$ cat config.mk
export PLATFORM = sky130hd
export DESIGN_NAME = ret_addr_stack_flat
export DESIGN_NICKNAME = d
export VERILOG_FILES = /design/src/rtl/cpu_pkg.sv /design/src/rtl/ret_addr_stack_if.sv /design/src/rtl/ret_stack_mem.sv /design/src/rtl/ret_addr_stack.sv /design/src/flat_wrapper.sv
export SDC_FILE = /design/constraint.sdc
export NUM_CORES = 1
export LEC_CHECK = 0
export ABC_AREA = 1
export BUFFER_PORTS_ARGS = -buffer_cell sky130_fd_sc_hd__clkbuf_2
export CAP_MARGIN = 10
export CORE_ASPECT_RATIO = 1.75
export CORE_MARGIN = 1
export CORE_UTILIZATION = 39
export DETAILED_ROUTE_END_ITERATION = 10
export PLACE_DENSITY = 0.68
export SETUP_SLACK_MARGIN = 0.5
export SLEW_MARGIN = 20
export SYNTH_ARGS = -nofsm -noshare
export SYNTH_HDL_FRONTEND = slang
export SYNTH_SLANG_ARGS = --single-unit
$ cat constraint.sdc
create_clock -name clk -period 2.8 [get_ports clk]
set_clock_uncertainty 0.1 [all_clocks]
set_input_delay 0.14 -clock clk [delete_from_list [all_inputs] [get_ports clk]]
set_output_delay 0.14 -clock clk [all_outputs]
set_load 0.01 [all_outputs]
$ cat src/rtl/cpu_pkg.sv
`default_nettype none
// +------------------------------------------------------------------+
// | cpu_pkg: address width and type shared by PC, imem and RAS        |
// | Rev 1.0                                                          |
// +------------------------------------------------------------------+
package cpu_pkg;
  localparam int ADDR_W = 15;
  typedef logic [ADDR_W-1:0] addr_t;
endpackage
`default_nettype wire

$ cat src/rtl/ret_addr_stack_if.sv
`default_nettype none
// +------------------------------------------------------------------+
// | ret_addr_stack_if: control-unit <-> return-address-stack bundle  |
// | Rev 1.0                                                          |
// +------------------------------------------------------------------+
interface ret_addr_stack_if
  import cpu_pkg::*;
#(
  parameter int DEPTH = 8,
  parameter int PTR_W = $clog2(DEPTH)
);
  logic           push;
  addr_t          push_addr;
  logic           pop;
  logic           clr_err;
  addr_t          ret_addr;
  logic           ret_valid;
  logic [PTR_W:0] count;
  logic           empty;
  logic           full;
  logic           overflow;
  logic           underflow;

  modport master (
    output push, push_addr, pop, clr_err,
    input  ret_addr, ret_valid, count, empty, full, overflow, underflow
  );

  modport slave (
    input  push, push_addr, pop, clr_err,
    output ret_addr, ret_valid, count, empty, full, overflow, underflow
  );
endinterface
`default_nettype wire

$ cat src/rtl/ret_stack_mem.sv
`default_nettype none
// +------------------------------------------------------------------+
// | ret_stack_mem: DEPTH x ADDR_W register file, 1W/1R, reg'd read   |
// | Rev 1.0                                                          |
// +------------------------------------------------------------------+
module ret_stack_mem
  import cpu_pkg::*;
#(
  parameter int DEPTH = 8,
  parameter int PTR_W = $clog2(DEPTH)
) (
  input  wire logic             clk,
  input  wire logic             rst_n,
  input  wire logic             we,
  input  wire logic [PTR_W-1:0] waddr,
  input  wire addr_t            wdata,
  input  wire logic             re,
  input  wire logic [PTR_W-1:0] raddr,
  output      addr_t            rdata
);
  addr_t r_mem [DEPTH];
  addr_t r_rdata;

  always_ff @(posedge clk) begin
    if (we) begin
      r_mem[waddr] <= wdata;
    end
  end

  // Read sees pre-edge contents, so a same-cycle write to raddr returns the old entry.
  always_ff @(posedge clk or negedge rst_n) begin
    if (!rst_n) begin
      r_rdata <= '0;
    end else if (re) begin
      r_rdata <= r_mem[raddr];
    end
  end

  assign rdata = r_rdata;
endmodule
`default_nettype wire

$ cat src/rtl/ret_addr_stack.sv
`default_nettype none
// +------------------------------------------------------------------+
// | ret_addr_stack: circular return-address stack with sticky errors |
// | Rev 1.0                                                          |
// +------------------------------------------------------------------+
module ret_addr_stack
  import cpu_pkg::*;
#(
  parameter int DEPTH = 8,
  parameter int PTR_W = $clog2(DEPTH)
) (
  input wire logic        clk,
  input wire logic        rst_n,
  ret_addr_stack_if.slave bus
);
  localparam logic [PTR_W-1:0] C_PTR_ONE = PTR_W'(1);
  localparam logic [PTR_W:0]   C_CNT_ONE = (PTR_W+1)'(1);
  localparam logic [PTR_W:0]   C_DEPTH   = (PTR_W+1)'(DEPTH);

  logic [PTR_W-1:0] r_wr_ptr;
  logic [PTR_W:0]   r_count;
  logic             r_ret_valid;
  logic             r_overflow;
  logic             r_underflow;

  logic [PTR_W-1:0] w_top;
  logic [PTR_W-1:0] w_waddr;
  logic             w_empty;
  logic             w_full;
  logic             w_pop_ok;
  logic             w_pop_err;
  logic             w_push_ovf;
  addr_t            w_rdata;

  assign w_empty    = (r_count == '0);
  assign w_full     = (r_count == C_DEPTH);
  assign w_top      = r_wr_ptr - C_PTR_ONE;
  assign w_pop_ok   = bus.pop & ~w_empty;
  assign w_pop_err  = bus.pop & w_empty;
  // A tail call replaces the top in place, so it never counts as overflow.
  assign w_push_ovf = bus.push & ~w_pop_ok & w_full;
  assign w_waddr    = w_pop_ok ? w_top : r_wr_ptr;

  always_ff @(posedge clk or negedge rst_n) begin
    if (!rst_n) begin
      r_wr_ptr    <= '0;
      r_count     <= '0;
      r_ret_valid <= 1'b0;
      r_overflow  <= 1'b0;
      r_underflow <= 1'b0;
    end else begin
      r_ret_valid <= w_pop_ok;
      if (w_pop_ok && !bus.push) begin
        r_wr_ptr <= r_wr_ptr - C_PTR_ONE;
        r_count  <= r_count - C_CNT_ONE;
      end else if (bus.push && !w_pop_ok) begin
        r_wr_ptr <= r_wr_ptr + C_PTR_ONE;
        if (!w_full) begin
          r_count <= r_count + C_CNT_ONE;
        end
      end
      // New events take priority over a same-cycle clear.
      r_overflow  <= w_push_ovf | (r_overflow  & ~bus.clr_err);
      r_underflow <= w_pop_err  | (r_underflow & ~bus.clr_err);
    end
  end

  ret_stack_mem #(
    .DEPTH (DEPTH),
    .PTR_W (PTR_W)
  ) u_mem (
    .clk   (clk),
    .rst_n (rst_n),
    .we    (bus.push),
    .waddr (w_waddr),
    .wdata (bus.push_addr),
    .re    (w_pop_ok),
    .raddr (w_top),
    .rdata (w_rdata)
  );

  assign bus.ret_addr  = w_rdata;
  assign bus.ret_valid = r_ret_valid;
  assign bus.count     = r_count;
  assign bus.empty     = w_empty;
  assign bus.full      = w_full;
  assign bus.overflow  = r_overflow;
  assign bus.underflow = r_underflow;
endmodule
`default_nettype wire

$ cat src/flat_wrapper.sv
// flat-port wrapper written by rule: the top's interface ports become plain ports
module ret_addr_stack_flat import cpu_pkg::*;
#(
  parameter int DEPTH = 8,
  parameter int PTR_W = $clog2(DEPTH)
)
  (clk, rst_n, bus_push, bus_push_addr, bus_pop, bus_clr_err, bus_ret_addr, bus_ret_valid, bus_count, bus_empty, bus_full, bus_overflow, bus_underflow);
  ret_addr_stack_if #(.DEPTH(DEPTH), .PTR_W(PTR_W)) bus_i ();
  input wire logic clk;
  input wire logic rst_n;
  input wire logic [$bits(bus_i.push)-1:0] bus_push;
  input wire logic [$bits(bus_i.push_addr)-1:0] bus_push_addr;
  input wire logic [$bits(bus_i.pop)-1:0] bus_pop;
  input wire logic [$bits(bus_i.clr_err)-1:0] bus_clr_err;
  output wire logic [$bits(bus_i.ret_addr)-1:0] bus_ret_addr;
  output wire logic [$bits(bus_i.ret_valid)-1:0] bus_ret_valid;
  output wire logic [$bits(bus_i.count)-1:0] bus_count;
  output wire logic [$bits(bus_i.empty)-1:0] bus_empty;
  output wire logic [$bits(bus_i.full)-1:0] bus_full;
  output wire logic [$bits(bus_i.overflow)-1:0] bus_overflow;
  output wire logic [$bits(bus_i.underflow)-1:0] bus_underflow;
  assign bus_i.push = bus_push;
  assign bus_i.push_addr = bus_push_addr;
  assign bus_i.pop = bus_pop;
  assign bus_i.clr_err = bus_clr_err;
  assign bus_ret_addr = bus_i.ret_addr;
  assign bus_ret_valid = bus_i.ret_valid;
  assign bus_count = bus_i.count;
  assign bus_empty = bus_i.empty;
  assign bus_full = bus_i.full;
  assign bus_overflow = bus_i.overflow;
  assign bus_underflow = bus_i.underflow;
  ret_addr_stack #(.DEPTH(DEPTH), .PTR_W(PTR_W)) u_core (.clk(clk), .rst_n(rst_n), .bus(bus_i));
endmodule
Word-level counts from Yosys, hierarchy flattened
Memory sizes are Yosys's and may differ from the RTL's. A register that Yosys moved wholly into a read port is not among the register bits.
Index checks and enable logic that the tools add are counted.
W data, S select, Z words.
{ "op_classes": {"add_sub_neg": 4, "eq_ne": 2, "n_mux": 8, "n_bitwise": 11, "reduce_logical": 8} }
{ "op_table": {"columns": ["cell", "count"], "rows": [
  ["$mux W4", 3],
  ["$mux W3", 3],
  ["$and A1 B1 Y1", 6],
  ["$add A4 B1 Y4 const B", 1],
  ["$eq A4 B4 Y1 const B", 1],
  ["$logic_not A4 Y1", 1],
  ["$sub A4 B1 Y4 const B", 1],
  ["$add A3 B1 Y3 const B", 1],
  ["$logic_not A1 Y1", 3],
  ["$not A1 Y1", 3],
  ["$sub A3 B1 Y3 const B", 1],
  ["$logic_and A1 B1 Y1", 2],
  ["$mux W1", 2],
  ["$ne A2 B2 Y1 const B", 1],
  ["$or A1 B1 Y1", 2],
  ["$reduce_and A2 Y1", 1],
  ["$reduce_bool A2 Y1", 1]
]} }
{ "totals": {"regBits": 10, "ram_bits": 120, "output_inout_bits": 24, "elab_cells": 39, "n_memories": 1} }
{ "mem_list": {"columns": ["name", "depth", "word_bits", "rd", "rd_ports_with_merged_regs", "write_ports", "line_no", "text"], "rows": [
  ["u_core.u_mem.r_mem", 8, 15, 1, 1, 1, "ret_stack_mem.sv:21", "addr_t r_mem [DEPTH];"]
]} }

Logic depth before layout (Yosys ltp)
Gate-level depths: netlist (run 1).
{ "logic_depth": {"word_depth": 7, "depth_mapped": 14, "depth_no_buf": 13} }

Modules after synthesis
From an unflattened synthesis (run 1), not the netlist that was laid out.
{ "unflattened": {"hier_cells": 628, "area_unflattened_um2": 6443.7} }
{ "modules_own_cells": {"columns": ["module", "instances", "cells_per_inst", "area_per_inst_um2", "seq_area_each_um2"], "rows": [
  ["ret_stack_mem", 1, 541, 5713.0, 3978.8],
  ["ret_addr_stack", 1, 87, 730.7, 250.2]
]} }

Worst setup path after synthesis (run 1)
OpenSTA, ideal clock, no wires.
{ "synth_timing": {"path_kind": "flip-flop to flip-flop", "from": "reg u_core.r_wr_ptr[0]", "to": "mem u_core.u_mem.r_mem[2][0] (netlist bit), enable pin", "setup_ps": 386, "arrival_time_ps": 2371, "t_required_ps": 2314, "setup_slack_ps": -57, "path_stages_with_launch": 10, "n_path_buf": 4, "path_cell_list": "dfrtp_1 -> buf_2 -> inv_2 -> clkbuf_1 -> ha_1 -> buf_2 -> buf_2 -> o21ai_0 -> nand2_1 -> nor2_1"} }
{ "synth_via": {"elab_chain_len": 2} }
{ "synth_rtl": {"columns": ["element", "line_no", "text"], "rows": [
  ["start: declaration", "ret_addr_stack.sv:20", "logic [PTR_W-1:0] r_wr_ptr;"],
  ["start signal: assignment", "ret_addr_stack.sv:54", "r_wr_ptr <= r_wr_ptr - C_PTR_ONE;"],
  ["start signal: assignment", "ret_addr_stack.sv:57", "r_wr_ptr <= r_wr_ptr + C_PTR_ONE;"],
  ["$sub A3 B1 Y3", "ret_addr_stack.sv:37", "assign w_top = r_wr_ptr - C_PTR_ONE;"],
  ["$mux W3 (*)", "ret_addr_stack.sv:42", "assign w_waddr = w_pop_ok ? w_top : r_wr_ptr;"],
  ["end: declaration", "ret_stack_mem.sv:21", null]
]} }
Mark *: on every way between the ends. The rest lies on a longest branch, timed or not.

Worst setup path after layout (run 1)
{ "layout_timing": {"from": "reg u_core.r_count[0], in the netlist u_core.bus.count[0]", "to": "reg u_core.r_count[2], in the netlist u_core.bus.count[2]"} }
{ "layout_via": {"elab_chain_len": 7, "word_cells_on_any_way": 15} }
{ "layout_rtl": {"columns": ["element", "line_no", "text"], "rows": [
  ["start: declaration", "ret_addr_stack.sv:21", "logic [PTR_W:0] r_count;"],
  ["start signal: assignment", "ret_addr_stack.sv:55", "r_count <= r_count - C_CNT_ONE;"],
  ["start signal: assignment", "ret_addr_stack.sv:59", "r_count <= r_count + C_CNT_ONE;"],
  ["branches (longest 7 deep; another with $add A4 B1 Y4)", null, null]
]} }
Several ways; the timed one is not identified. The select of a mux whose other input is x is not followed.
A chain may end at the register's enable or synchronous reset.

==> results of run 1 <==
flip-flops by register name, summed over array words and instances, names as in the netlist:
name	flops
u_core.bus.underflow	1
u_core.bus.ret_valid	1
u_core.bus.overflow	1
u_core.u_mem.rdata	15
u_core.r_wr_ptr	3
u_core.u_mem.r_mem	120
u_core.bus.count	4
power by group through the flow:
stage | Sequential [uW] | Clock, uW | Combinational (uW)
global route | 3070 | 2260 | 3990
finish | 3040 | 2150 | 3570
floorplan | 3090 | 0 | 2390
CTS | 3030 | 2180 | 3530
detailed placement | 3080 | 0 | 3280
global placement | 3050 | 0 | 3200
what timing repair did:
action                                  4_1_cts  5_1_grt
hold endpoints to repair                    147        0
hold buffers                                 18        0
gates resized for setup                       1        8
endpoints found under the setup margin      123      122
setup buffers                                15        0
pin swaps                                    10        0
per-stage QoR:
step                      instances  setup slack (ns)
final                           791             0.631
after global routing            791             0.505
after CTS                       791             0.511
after detailed placement        726             0.257
after global placement          726             0.358
after floorplan                 518             0.496
final timing paths:
| kind | slack (ns) | end |
|---|---|---|
| min in group asynchronous | 0.17 | u_core.bus.overflow |
| worst min-delay path | 0.07 | u_core.bus.overflow |
| worst max-delay path | 0.63 | u_core.bus.count[2] |
| max in group asynchronous | 1.99 | u_core.r_wr_ptr[0] |
| worst max register to register | 0.63 | u_core.bus.count[2] |
| worst min register to register | 0.38 | u_core.u_mem.rdata[4] |
critical path, stage by stage (launching register included):
cell and delay, ns:
dfrtp_2 0.45, nor2_2 0.16, nand3_2 0.12, nand2_4 0.09
inv_1 0.06, ha_2 0.22, nor2_1 0.14, nor2_1 0.08
ha_1 0.18, a21oi_1 0.15, xor2_1 0.18, o21ai_0 0.10
cell type report:
| type | instances | area [um^2] | area share [%] |
|---|---|---|---|
| timing repair buffer | 83 | 659 | 8.95 |
| sequential | 145 | 4230 | 57.4 |
| tap | 183 | 229 | 3.11 |
| multi-input combinational | 330 | 1610 | 21.8 |
| clock buffer | 17 | 425 | 5.77 |
| inverter | 18 | 70.1 | 0.951 |
| clock inverter | 15 | 145 | 1.97 |
cell usage in the layout, fill, tap and decap left out, drive strengths merged:
master       synthesis  routed
edfxtp             120     120
dfrtp               25      25
nand3               52      52
a22oi                1       1
ha                   6       6
buf                 17      22
nor2               131     131
dlygate4sd3          0      18
o211ai               1       1
xor2                 1       1
clkbuf               8      60
o21ai               71      71
clkinv               0       4
inv                 18      26
nand2               61      61
clkinvlp             0       3
a21oi                2       2
xnor2                4       4
routing by layer:
metal / up-vias / global-route usage (%) / share of wire (%)
li1: 1938 / - / -
met1: 1982 / 20.1 / 39
met2: 115 / 32.5 / 55
met3: 27 / 2.26 / 3.3
met4: 0 / 8.88 / 2.6
met5: - / 0 / 0
synth_stat cells (3+ instances only):
| cell type | instances |
|---|---|
| o21ai_0 | 61 |
| clkbuf_1 | 8 |
| o21ai_1 | 9 |
| edfxtp_1 | 120 |
| dfrtp_1 | 25 |
| ha_1 | 6 |
| xnor2_1 | 3 |
| inv_1 | 16 |
| nor2_1 | 131 |
| nand2_1 | 60 |
| buf_2 | 14 |
| nand3_1 | 52 |
cell families after synthesis:
| family | Yosys count |
|---|---|
| AND/OR/NAND/NOR | 244 |
| flip-flops | 145 |
| AO/OA/AOI/OAI | 75 |
| buffers and inverters | 43 |
| adder cells (fa/ha/maj) | 6 |
| XOR/XNOR | 5 |
==> impl_metrics.csv, run 1 <==
group,metric,value,unit
status,outcome,"finished, final reports clean",
final_layout,fin_area,7370,um^2
routing,routedWlPerCell,16.8,um
global_route,grt_max_degree,64,
power,p_seq_share,34.7,%
logic_synthesis,synth-xor-area-share,0.866,%
power,internal-power,5280,uW
sta,setup-violations-final,0,
final_layout,drive_gt1_share,20.2,%
cts,cts_buffers,17,
sta,fmax,0.461,GHz
sta,post-route-period-util,77.4,%
logic_synthesis,syn_area,5920,um^2
global_route,grt-ovfl-total,0,
die,start_util,39.9,%
setup_path,crit_start,"u_core.bus.count[0]",
cts,cts_tree,"yes",
logic_synthesis,synth-main-ff-cell,"edfxtp_1",
global_route,grt_pass1_wl,20700,um
place,portBuffers,43,
setup_path,r2r_cells,11,
final_layout,insertedDiodeCount,0,
setup_path,cp-start-kind,"flop",
global_route,antenna_found_initial,0,
logic_synthesis,synth_compound_area_share,6.49,%
power,p_sw_share,39.7,%
sta,min_period,2.17,ns
routing,ant_nets,0,
logic_synthesis,synth_async_sr_flop_share,17.2,%
global_route,grt_usage,17.9,%
routing,drtPass1Iterations,5,
setup_path,r2r-start,"u_core.bus.count[0]",
logic_synthesis,ys_ff_latch,145,
logic_synthesis,yosysTopAreaCell,"edfxtp_1",
final_layout,nFillCells,1257,
sta,hold_slack,0.0714,ns
sta,rsz0062_at_grt,"no",
power,p_leak,0.00281,uW
logic_synthesis,synth_mux_area_share,0,%
routing,routed_wl,13300,um
logic_synthesis,yosysSeqAreaShare,71.4,%
logic_synthesis,synth_top_area_share,60.9,%
logic_synthesis,ys_warn_count,0,
die,die_y,165,um
die,rows,59,
setup_path,worst-setup-path-type,"reg2reg",
sta,finalSetupTns,0,ns
die,ioPinCount,44,
cts,ctsHtreeMaxLevel,4,
logic_synthesis,synth_top_family_by_area,"simple AND/OR/NAND/NOR gates",
logic_synthesis,synth_nets,544,
sta,hold_violations,0,
sta,tightest_slew,0.626,ns
logic_synthesis,ys_types,22,
place,gp_congestion,0.827,
final_layout,final_nets,621,
logic_synthesis,syn_inst,518,
place,hpwl,8480,um
power,clkPwrFrac,24.6,%
cts,clkSinkCount,145,
logic_synthesis,synth-adder-area-share,1.27,%
logic_synthesis,synth_area_leaders,"edfxtp_1, dfrtp_1, nor2_1, o21ai_0, nand3_1",
power,p_switching,3480,uW
setup_path,crit_path_max_fanout,6,
cts,clk-insertion-delay-late,0.42,ns
logic_synthesis,syn_area_per_cell,11.4,um^2
min_path,hp-start,"bus_push",
cts,root_buffer,"clkbuf_16",
flow_run,max_cap_viol_count,0,
routing,via_per_inst,5.14,
die,die_area,15700,um^2
power,peakVddDrop,0.000553,V
routing,drc,0,
final_layout,post-route-util,49.7,%
place,place_area,6390,um^2
power,power.share.combinational,40.8,%
cts,cts.path.max_buffers,2,
global_route,grt_pass1_vias,4006,
final_layout,syn2layout_area_growth,24.4,%
logic_synthesis,synth-simple-area-share,16.6,%
setup_path,worstPathRequired,2.99,ns
die,core_area,14800,um^2
power,power.density,1190,nW/um^2
cts,clkTransAtPathRegs,0.06,ns
min_path,min_path_type,"in2reg",
setup_path,endpoint_kind,"flop",
min_path,holdPathStages,4,
logic_synthesis,synth_edf_count,120,
sta,slew_headroom,58.3,%
power,finalPower,8760,uW
die,die_w,95.1,um
routing,initialDrtViolationCount,441,
routing,via_count,4062,
setup_path,cp.arrival,2.36,ns
sta,slew_viol_final,0,
No activity file was read; power rests on OpenSTA's default activity.
==> inputs of run 2 (changes only) <==
==> constraint.sdc (replaced) <==
create_clock -name clk -period 1.85 [get_ports clk]
set_clock_uncertainty 0.1 [all_clocks]
set_input_delay 0.0925 -clock clk [delete_from_list [all_inputs] [get_ports clk]]
set_output_delay 0.0925 -clock clk [all_outputs]
set_load 0.01 [all_outputs]
==> run 2 against run 1 <==
- the run now ends with setup timing left
- combinational power grew to 2.5 times the previous value
- sequential power grew 52%
- sequential share of layout area shrank 7.9 points
- critical path type unchanged
- largest cell class unchanged
==> impl_metrics.csv, run 2 (same netlist as run 1, synthesis figures left out) <==
group,metric,value,unit
final_layout,largest_register_ffs,120,
sta,hold_slack,0.0442,ns
die,die_area,15700,um^2
die,die_y,165,um
sta,fin_ws,-0.0883,ns
place,dp_cells,755,
cts,clk-insertion-delay-late,0.42,ns
final_layout,final_cells,830,
sta,slew_viol_final,0,
final_layout,insertedDiodeCount,0,
die,start_util,39.9,%
cts,cts.path.max_buffers,2,
global_route,grt_max_degree,35,
routing,via_count,4532,
power,p_leak,0.00322,uW
sta,setup-violations-final,106,
global_route,grt-ovfl-total,0,
cts,clkTransAtPathRegs,0.06,ns
setup_path,cp_cell_sequence,"inv_2 > ha_4 > xnor2_4 > inv_2 > o21ai_4 > nand2_2 > nor2_4 > buf_12",
routing,ant_nets,0,
routing,routed_wl,16800,um
cts,ctsHtreeMaxLevel,4,
cts,cts_tree,"yes",
setup_path,crit_buf_inv,3,
final_layout,post-route-util,57.6,%
global_route,antenna_found_initial,0,
power,p_sw_share,39.7,%
sta,finalSetupTns,-4.67,ns
cts,root_buffer,"clkbuf_16",
routing,drtPass1Iterations,5,
die,core_area,14800,um^2
setup_path,slowest_delay,0.37,ns
setup_path,r2r-start,"u_core.r_wr_ptr[1]",
global_route,grt_usage,20.3,%
final_layout,regMostFlops,"u_core.u_mem.r_mem",
final_layout,syn2layout_area_growth,44.4,%
power,power.density,2030,nW/um^2
routing,routedWlPerCell,20.2,um
setup_path,crit_path_max_fanout,15,
power,p_switching,6880,uW
sta,min_period,1.94,ns
routing,drc,0,
global_route,grt_pass1_vias,4287,
final_layout,final_cell_mix,"edfxtp_1, nor2_1, nand2_1",
setup_path,cp_top_family,"flip-flops",
place,portBuffers,43,
die,die_w,95.1,um
sta,slew_headroom,49.2,%
sta,tightest_slew,0.762,ns
routing,via_per_inst,5.46,
final_layout,final_common_cell,"edfxtp_1",
power,peakVddDrop,0.000916,V
setup_path,cp_common_cell,"inv_2",
setup_path,worst-setup-path-type,"reg2reg",
global_route,grt_pass1_wl,22700,um
power,clkPwrFrac,21.3,%
setup_path,critPathSlowestCell,"dfrtp_1",
place,gp_congestion,0.806,
setup_path,cp.arrival,1.96,ns
setup_path,crit_start,"u_core.r_wr_ptr[1]",
sta,rsz0062_at_grt,"yes",
final_layout,final_nets,660,
min_path,hp-start,"bus_push",
cts,clkSinkCount,145,
final_layout,nFillCells,1087,
sta,fmax,0.516,GHz
setup_path,worstPathRequired,1.87,ns
flow_run,max_cap_viol_count,0,
place,hpwl,9310,um
status,outcome,"complete, but fails checks",
sta,hold_violations,0,
final_layout,drive_gt1_share,40.8,%
power,power.share.combinational,52.1,%
cts,cts_buffers,17,
place,dp_slack,-0.159,ns
die,ioPinCount,44,
power,p_seq_share,26.6,%
sta,post-route-period-util,105,%
power,internal-power,10400,uW
setup_path,cp-start-kind,"flop",
min_path,min_path_type,"in2reg",
setup_path,endpoint_kind,"flop",
routing,initialDrtViolationCount,446,
die,rows,59,
status,violations,"setup timing",
run 2: cell types whose count changed in the layout (fill, tap and decap cells not counted), sizes merged, moves of 3 or more:
cell / change
buf: +35
clkbuf: +4
bufinv: +4
inv: -3
run 2: layer usage:
layer	part of all wire [%]	global-route usage [%]	up-vias
met5	0	0	-
li1	-	-	2032
met3	4.5	4.37	59
met2	55	35.4	217
met4	4.0	10.7	0
met1	37	22.6	2224
run 2: repair_timing:
action | 4_1_cts | 5_1_grt
gates resized for setup | 76 | 121
gates cloned | 3 | 5
pin swaps | 33 | 63
setup buffers | 7 | 10
setup endpoints to repair | 146 | 148
endpoints found under the hold margin | 147 | 0
hold buffers | 18 | 0
run 2: final cells by class:
cell class	count	area [um^2]	share of cell area, %
clock inverters	14	201	2.36
flip-flops and latches	145	4230	49.5
inverters	18	87.6	1.02
multi-input cells	331	2170	25.3
clock buffers	18	429	5.02
repair buffers	121	1200	14.1
well taps	183	229	2.68
run 2: path summary, 6_finish.rpt:
kind	endpoint	slack, ns	cells past startpoint
max	u_core.u_mem.r_mem[0][3]	-0.09	8
min	u_core.bus.overflow	0.04	4
max reg2reg	u_core.u_mem.r_mem[0][3]	-0.09	8
min reg2reg	u_core.u_mem.rdata[12]	0.37	2
max in group asynchronous	u_core.bus.count[1]	0.94	2
min in group asynchronous	u_core.u_mem.rdata[14]	0.17	2
run 2: power by group through the flow:
stage | clock network [uW] | logic, uW | registers [uW]
after floorplan | 0 | 4070 | 4690
after global placement | 0 | 5760 | 4580
after detailed placement | 0 | 5920 | 4610
after CTS | 3690 | 7030 | 4560
after global routing | 3860 | 9610 | 4650
final | 3690 | 9030 | 4610
run 2: stage by stage:
stage | power, uW | instance area, um^2
after floorplan | 8760 | 6200
after global placement | 10300 | 6820
after detailed placement | 10500 | 6820
after CTS | 15300 | 7990
after global routing | 18100 | 8550
final | 17300 | 8550
run 2: worst reg2reg max path: cells and delay by family, from the launching register on:
| kind | cells | cell delay, ns |
|---|---|---|
| AND/OR/NAND/NOR | 2 | 0.28 |
| flip-flops | 1 | 0.37 |
| XOR/XNOR | 1 | 0.21 |
| adder cells (fa/ha/maj) | 1 | 0.18 |
| AO/OA/AOI/OAI | 1 | 0.18 |
| buffers and inverters | 3 | 0.33 |
==> inputs of run 3 (changes only) <==
--- a/config.mk
+++ b/config.mk
@@ -5,7 +5,6 @@
 export SDC_FILE = /design/constraint.sdc
 export NUM_CORES = 1
 export LEC_CHECK = 0
-export ABC_AREA = 1
 export BUFFER_PORTS_ARGS = -buffer_cell sky130_fd_sc_hd__clkbuf_2
 export CAP_MARGIN = 10
 export CORE_ASPECT_RATIO = 1.75
==> run 3 against run 2 <==
- sequential power rose by 1%
- critical endpoint is now u_core.bus.count[2]
- critical path type unchanged
- the flow still finishes with violations (setup timing)
- synthesized cell count fell by 41%
- power fell by 15%
- area after synthesis fell by 2.5%
- fmax fell by 12%
- flip-flop and latch count did not move
- non-clock buffer count rose by 3
- final cell count fell by 25%
==> impl_metrics.csv, run 3 <==
group,metric,value,unit
routing,initialDrtViolationCount,250,
setup_path,r2r_cells,9,
global_route,grt-ovfl-total,0,
routing,via_count,3237,
sta,hold_violations,0,
power,power.density,1840,nW/um^2
die,core_area,14400,um^2
place,gp_congestion,0.771,
min_path,holdPathStages,3,
sta,setup-violations-final,129,
setup_path,worst-setup-path-type,"reg2reg",
die,die_area,15300,um^2
setup_path,crit_path_max_fanout,3,
sta,slew_viol_final,0,
die,die_y,163,um
global_route,grt_pass1_wl,20100,um
logic_synthesis,syn_area_per_cell,18.9,um^2
final_layout,regMostFlops,"u_core.u_mem.r_mem",
final_layout,seqCellArea,4230,um^2
global_route,grt_usage,18.9,%
cts,clkTransAtPathRegs,0.06,ns
power,peakVddDrop,0.000812,V
logic_synthesis,synth_edf_count,120,
setup_path,cp.arrival,2.40,ns
power,power.share.combinational,45.3,%
final_layout,nFillCells,1072,
logic_synthesis,synth_nets,331,
setup_path,worstPathRequired,2.04,ns
place,hpwl,7450,um
final_layout,multi_input_area,1660,um^2
logic_synthesis,synth_top_area_share,62.4,%
setup_path,cp-start-kind,"flop",
global_route,grt_pass1_vias,3496,
final_layout,final_nets,460,
power,clkPwrFrac,23.0,%
place,place_area,6700,um^2
routing,via_per_inst,5.17,
sta,fmax,0.453,GHz
setup_path,crit_start,"u_core.bus.count[0]",
setup_path,r2r-start,"u_core.bus.count[0]",
cts,cts.path.max_buffers,2,
cts,clk-insertion-delay-late,0.41,ns
power,p_leak,0.00294,uW
die,start_util,40.0,%
logic_synthesis,synth_area_leaders,"edfxtp_1, mux4_2, dfrtp_1, mux2i_1, nand2_1",
logic_synthesis,yosys-top-cells-count,"edfxtp_1, mux4_2, dfrtp_1",
global_route,grt_max_degree,26,
final_layout,insertedDiodeCount,0,
die,ioPinCount,44,
final_layout,final_cell_mix,"edfxtp_1, clkbuf_2, mux4_2",
routing,drtPass1Iterations,4,
cts,ctsHtreeMaxLevel,4,
setup_path,worstSetupEndpoint,"u_core.bus.count[2]",
logic_synthesis,yosysTopAreaCell,"edfxtp_1",
final_layout,fin_area,8030,um^2
setup_path,endpoint_kind,"flop",
sta,tightest_slew,0.738,ns
routing,routedWlPerCell,21.0,um
logic_synthesis,syn_area,5770,um^2
die,die_w,94.0,um
status,violations,"setup timing",
final_layout,largest_register_ffs,120,
sta,rsz0062_at_grt,"yes",
power,finalPower,14800,uW
sta,slew_headroom,50.8,%
power,p_seq_share,31.6,%
sta,fin_ws,-0.358,ns
die,rows,58,
power,p_sw_share,32.2,%
power,p_switching,4750,uW
flow_run,max_cap_viol_count,0,
logic_synthesis,syn_inst,305,
global_route,antenna_found_initial,0,
sta,min_period,2.21,ns
place,portBuffers,43,
logic_synthesis,yosysSeqAreaShare,73.2,%
cts,root_buffer,"clkbuf_16",
logic_synthesis,synth-main-ff-cell,"edfxtp_1",
routing,drc,0,
min_path,min_path_type,"in2reg",
final_layout,syn2layout_area_growth,39.0,%
logic_synthesis,yosysMostFrequentCell,"edfxtp_1",
sta,hold_slack,0.0452,ns
setup_path,reg2reg_to,"u_core.bus.count[2]",
cts,cts_buffers,17,
cts,clkSinkCount,145,
sta,post-route-period-util,119,%
routing,routed_wl,13200,um
logic_synthesis,ys_types,37,
setup_path,regToRegSetupSlack,-0.36,ns
logic_synthesis,ys_warn_count,0,
logic_synthesis,synth_async_sr_flop_share,17.2,%
power,internal-power,10000,uW
final_layout,final_common_cell,"edfxtp_1",
final_layout,drive_gt1_share,46.2,%
status,outcome,"complete, but fails checks",
cts,cts_tree,"yes",
routing,ant_nets,0,
sta,finalSetupTns,-40.09,ns
logic_synthesis,ys_ff_latch,145,
-- run 3: power groups by stage --
stage	combinational (uW)	sequential [uW]	clock, uW
after detailed placement	5230	4710	0
after CTS	6550	4670	3440
final	6690	4670	3400
after global routing	7100	4740	3570
after floorplan	3460	4820	0
after global placement	5140	4670	0
-- run 3: layer usage --
metal | vias up | global-route usage (%) | share of wire, %
met5 | - | 0 | 0
met4 | 0 | 7.76 | 2.2
met3 | 17 | 4.48 | 3.5
met2 | 101 | 34.2 | 57
met1 | 1664 | 20.7 | 37
li1 | 1455 | - | -
-- run 3: how the worst min path moves through the flow --
| stage | start | endpoint |
|---|---|---|
| detailed placement | rst_n | u_core.bus.underflow |
| finish | bus_pop | u_core.bus.ret_valid |
| CTS | bus_pop | u_core.bus.ret_valid |
| floorplan | rst_n | u_core.bus.count[0] |
| global route | bus_pop | u_core.bus.ret_valid |
| global placement | rst_n | u_core.u_mem.rdata[10] |
-- run 3: worst max-delay path, cell delays in order (launching register included) --
cell	delay, ns
dfrtp_2	0.40
o41a_1	0.48
buf_6	0.16
ha_4	0.17
xor2_2	0.14
ha_2	0.17
a21oi_2	0.12
xnor2_1	0.14
nand2_1	0.09
xnor2_1	0.13
-- run 3: cells by family after synthesis --
group,after synthesis,share of synthesized area (%)
flip-flops,145,73.2
buffers and inverters,25,2.47
XOR/XNOR,8,1.67
adder cells (fa/ha/maj),6,1.30
AO/OA/AOI/OAI,32,3.45
AND/OR/NAND/NOR,43,3.40
multiplexers,46,14.5
-- run 3: cell type report --
| type | count | area share [%] |
|---|---|---|
| Tap cell | 180 | 2.81 |
| Sequential cell | 145 | 52.7 |
| Timing Repair Buffer | 124 | 15.8 |
| Clock inverter | 13 | 2.00 |
| Clock buffer | 18 | 5.35 |
| Multi-Input combinational cell | 135 | 20.7 |
| Inverter | 11 | 0.624 |
-- run 3: timing repair --
action	4_1_cts	5_1_grt
pin swaps	13	11
hold endpoints to repair	147	0
setup buffers	15	0
endpoints found under the setup margin	145	147
cloned	5	0
resized for setup	45	16
hold buffers	19	0
-- run 3: metrics by stage --
stage | util [%] | worst slack (ns) | instances
after floorplan | - | -0.428 | 305
after global placement | 46.4 | -0.376 | 556
after detailed placement | 46.4 | -0.419 | 556
after CTS | 55.0 | -0.350 | 626
after global routing | 55.6 | -0.456 | 626
final | 55.6 | -0.358 | 626
